## src/rtl/count_down_timer_pkg.sv

```systemverilog
// Shared definitions for the count-down timer: counter width and FSM state encodings.
package count_down_timer_pkg;

    localparam int LEN_COUNTER_DATA = 16;

    typedef enum logic [1:0] {
        IDLE = 2'd0,
        RUN  = 2'd1,
        DONE = 2'd2
    } state_t;

endpackage

```

## src/rtl/count_down_timer_register.sv

```systemverilog
// Loadable register with synchronous active-high clear; holds the count and the reload value.
module count_down_timer_register #(
    parameter int WIDTH = 16
) (
    input  logic             clk,
    input  logic             rst,
    input  logic             ld,
    input  logic [WIDTH-1:0] in,
    output logic [WIDTH-1:0] out
);

    always_ff @(posedge clk) begin
        if (rst) begin
            out <= '0;
        end else if (ld) begin
            out <= in;
        end
    end

endmodule

```

## src/rtl/count_down_timer.sv

```systemverilog
// Count-down timer: IDLE -> RUN -> DONE (one-cycle done pulse), priority abort > start > en.
// Define COUNT_DOWN_AUTO_RELOAD_EN for periodic mode: DONE reloads from the latched init value.
module count_down_timer
    import count_down_timer_pkg::*;
#(
    parameter int WORD_LENGTH = LEN_COUNTER_DATA
) (
    input  logic                   clk,
    input  logic                   rst,
    input  logic                   start,
    input  logic [WORD_LENGTH-1:0] init,
    input  logic                   en,
    input  logic                   abort,
    output logic                   busy,
    output logic                   done,
    output logic [WORD_LENGTH-1:0] out
);

    state_t                 state_q, state_d;
    logic                   busy_q, done_q;
    logic                   count_ld;
    logic [WORD_LENGTH-1:0] count_d, count_q;

    count_down_timer_register #(.WIDTH(WORD_LENGTH)) u_count_reg (
        .clk (clk),
        .rst (rst),
        .ld  (count_ld),
        .in  (count_d),
        .out (count_q)
    );

`ifdef COUNT_DOWN_AUTO_RELOAD_EN
    logic                   reload_ld;
    logic [WORD_LENGTH-1:0] reload_q;

    assign reload_ld = start && !abort;

    count_down_timer_register #(.WIDTH(WORD_LENGTH)) u_reload_reg (
        .clk (clk),
        .rst (rst),
        .ld  (reload_ld),
        .in  (init),
        .out (reload_q)
    );
`endif

    always_comb begin
        state_d  = state_q;
        count_ld = 1'b0;
        count_d  = count_q;
        if (abort) begin
            state_d  = IDLE;
            count_ld = 1'b1;
            count_d  = '0;
        end else if (start) begin
            count_ld = 1'b1;
            count_d  = init;
            state_d  = (init == '0) ? DONE : RUN;
        end else begin
            case (state_q)
                RUN: begin
                    if (en) begin
                        count_ld = 1'b1;
                        count_d  = (count_q > WORD_LENGTH'(1)) ? count_q - WORD_LENGTH'(1) : '0;
                        state_d  = (count_q > WORD_LENGTH'(1)) ? RUN : DONE;
                    end
                end
                DONE: begin
`ifdef COUNT_DOWN_AUTO_RELOAD_EN
                    // The DONE cycle is the first cycle of the next period, so the
                    // reload lands one below init to keep the period at exactly init.
                    if (reload_q == '0) begin
                        state_d = IDLE;
                    end else begin
                        count_ld = 1'b1;
                        count_d  = reload_q - WORD_LENGTH'(1);
                        state_d  = (reload_q == WORD_LENGTH'(1)) ? DONE : RUN;
                    end
`else
                    state_d = IDLE;
`endif
                end
                default: state_d = IDLE;
            endcase
        end
    end

    always_ff @(posedge clk) begin
        if (rst) begin
            state_q <= IDLE;
            busy_q  <= 1'b0;
            done_q  <= 1'b0;
        end else begin
            state_q <= state_d;
            busy_q  <= (state_d == RUN);
            done_q  <= (state_d == DONE);
        end
    end

    assign busy = busy_q;
    assign done = done_q;
    assign out  = count_q;

endmodule
```

## config.mk

```make
export PLATFORM = sky130hd
export DESIGN_NAME = count_down_timer
export DESIGN_NICKNAME = d
export VERILOG_FILES = /design/src/rtl/count_down_timer_pkg.sv /design/src/rtl/count_down_timer_register.sv /design/src/rtl/count_down_timer.sv
export SDC_FILE = /design/constraint.sdc
export NUM_CORES = 1
export LEC_CHECK = 0
export CORE_MARGIN = 2
export CORE_UTILIZATION = 45
export DETAILED_ROUTE_END_ITERATION = 12
export GPL_TIMING_DRIVEN = 0
export PLACE_DENSITY = 0.84
export SETUP_SLACK_MARGIN = 0.5
export SLEW_MARGIN = 20
export SYNTH_ARGS = -nofsm -noshare
export SYNTH_HDL_FRONTEND = slang
export SYNTH_SLANG_ARGS = --single-unit
```

## constraint.sdc

```tcl
create_clock -name clk -period 2.21 [get_ports clk]
set_input_delay 0.663 -clock clk [delete_from_list [all_inputs] [get_ports clk]]
set_output_delay 0.663 -clock clk [all_outputs]
set_load 0.02 [all_outputs]
```

==> metrics.txt <==
Slew HR=about two thirds; Avg Cell Area, Syn=8.38 um2; CP arrival=approximately 2.4 ns; CP Launch Point=u_count_reg.out[11]; critical path required time=approximately 2.4 ns; met2 Use GR=46.6%; Max clock buf depth=2; total gr overflow=0; count of pins over their slew limit=0; clock sink count=20; Die Y=55.8 um; min-delay worst type=reg2reg; drt pass-1 iters=7; initial antenna violation count=0; TritonCTS clock tree=yes; Reg clk slew, reported paths=between 0.1 and 0.15 ns; Power Dens Cells=483 nW/um2; Max IR drop VDD=0.407 mV; outcome=completed; Tightest Pin Transition=between 0.4 and 0.5 ns; nets=230; drt via density=roughly 6.5; met1 usage=32.5%; top_reg_cell synth=dfxtp_1; post-layout min period=around 2.2 ns; Synth Instances=between 100 and 150; Multi-input gate area=876 um2; share of cells above drive strength 1=about two fifths; Cell Area, Synth=roughly 1200 um2; Hold Slack=0.522 ns; Clk Latency, worst-skew pair=about 0.32 ns; Post-Route Skew=0.00420 ns; total track usage=a little over a quarter; FF+latch area=422 um2; commonest non-fill, non-tap cell in the layout=clkdlybuf4s50_1; placed wire-length estimate=2.64 mm; Top Ports=39; Iter 0 DRT Violations=101; Synth Register Bits=20; CTS Hold Bufs=0; FMAX=462 MHz; fill count=150; Max-Cap Viols=0; syn nets=around 170; Starting Density=48.2%; Final Hold Vio Count=0; CTS Root Cell=clkbuf_4; antenna viol nets, final=0; critical path startpoint category=flop; busiest layer in global routing=met2; most frequent cells in the layout=clkdlybuf4s50_1 (16), buf_4 (15), nor2_1 (14), nand2_1 (11), dfxtp_2 (11); yosys warns=0; Setup crit end kind=flop; gpl congestion=about 0.88; DRC=0; total core area=2500 um2; drt total wl=between 4 and 5 mm; Final period util=97.9%; die area=3110 um2; TritonCTS Buffers=3; # rows=18; hold path startpoint=u_count_reg.out[7]; number of global-route vias before repair=1426; sequential area share after synthesis=~33%; Final setup viols=0; first-pass GRT wire length=between 6 and 7 mm; post-synth cell types=39; drt wl/cell=just under 20 um; input/output buffers=37; largest net degree at the start of global routing=11; Post-synth EDFFs=0; die width=about 56 um; CP Class=reg2reg; H-tree levels=1; GR Util met3=4.65%; final instance area=1990 um2; leakage=about 0.8 nW; vias=approximately 1500; worst-path maximum fanout=5; R2R Path Start=u_count_reg.out[11]; RSZ-0062 raised after global routing=yes; ys async rst share=0%; n_diodes=0; Area Growth Syn to Fin=64.6%; Placed Area=1630 um2
-- worst max-delay path, cell delays in order, from the launching register on --
cell      delay (ns)
dfxtp_1         0.37
or4_4           0.59
nor4_4          0.26
buf_6           0.16
a21boi_4        0.07
buf_6           0.16
a222oi_1        0.36
nor2_1          0.07
-- cells by family after synthesis --
logic type | share of synthesized area [%]
flip-flops | 33.2
buffers and inverters | 6.33
AO/OA/AOI/OAI | 23.1
AND/OR/NAND/NOR | 30.9
XOR/XNOR | 4.36
adder cells (fa/ha/maj) | 2.07
-- where the power goes --
| group | internal [mW] | switching (mW) | total [mW] |
|---|---|---|---|
| clock | 0.0640 | 0.132 | 0.196 |
| combinational | 0.183 | 0.185 | 0.368 |
| sequential | 0.374 | 0.0206 | 0.394 |
-- path summary, 6_finish.rpt --
path | slack, ns | cells after the start | end
max | 0.05 | 7 | u_count_reg.out[9]
min | 0.52 | 2 | u_count_reg.out[7]
max reg2reg | 0.05 | 7 | u_count_reg.out[9]
min reg2reg | 0.52 | 2 | u_count_reg.out[7]
-- timing repair --
item                       4_1_cts  5_1_grt
gates resized for setup         67       39
setup endpoints to repair       38       35
pin swaps                        7       10
gates cloned                     1        0
buffers inserted                 8       12
-- cells in the mapped netlist, types with 4 or more instances --
| master | n | area, um2 |
|---|---|---|
| a31oi_1 | 4 | 25.0 |
| nor3_1 | 4 | 20.0 |
| clkbuf_1 | 5 | 18.8 |
| o21ai_0 | 7 | 35.0 |
| nand2_1 | 11 | 41.3 |
| nor4_1 | 7 | 43.8 |
| a21oi_1 | 6 | 30.0 |
| a22oi_1 | 4 | 30.0 |
| nor2_1 | 15 | 56.3 |
| xor2_1 | 5 | 43.8 |
| dfxtp_1 | 20 | 400 |
| inv_1 | 5 | 18.8 |
| a222oi_1 | 8 | 80.1 |
-- sequential cells by signal, summed over array words and instances (netlist names) --
name,flops
busy,1
state_q,2
u_count_reg.out,16
done,1
-- through the flow --
step / std cells / setup WS (ns) / utilization, % / TNS, ns / total power [mW]
4_1_cts: 223 / 0.127 / 72.7 / 0 / 0.875
2_1_floorplan: 144 / 0.266 / - / 0 / 0.557
3_5_place_dp: 211 / -0.431 / 65.1 / -5.85 / 0.658
3_3_place_gp: 211 / -0.363 / 65.1 / -4.79 / 0.652
5_1_grt: 235 / 0.0175 / 79.4 / 0 / 0.992
6_report: 235 / 0.0471 / 79.4 / 0 / 0.959
-- final cells by class --
class                           count  area share [%]
Clock buffer                        3            1.13
Timing Repair Buffer               58            27.0
Tap cell                           30            1.89
Buffer                              9            3.72
Inverter                            5           0.945
Sequential cell                    20            21.2
Multi-Input combinational cell    110            44.1
-- routing by layer --
| metal | wire (um) | vias up |
|---|---|---|
| met5 | 0 | - |
| met4 | 100 | 0 |
| met3 | 422 | 15 |
| met2 | 2310 | 102 |
| met1 | 1770 | 723 |
| li1 | - | 680 |
Power figures use the tool's default switching activity.
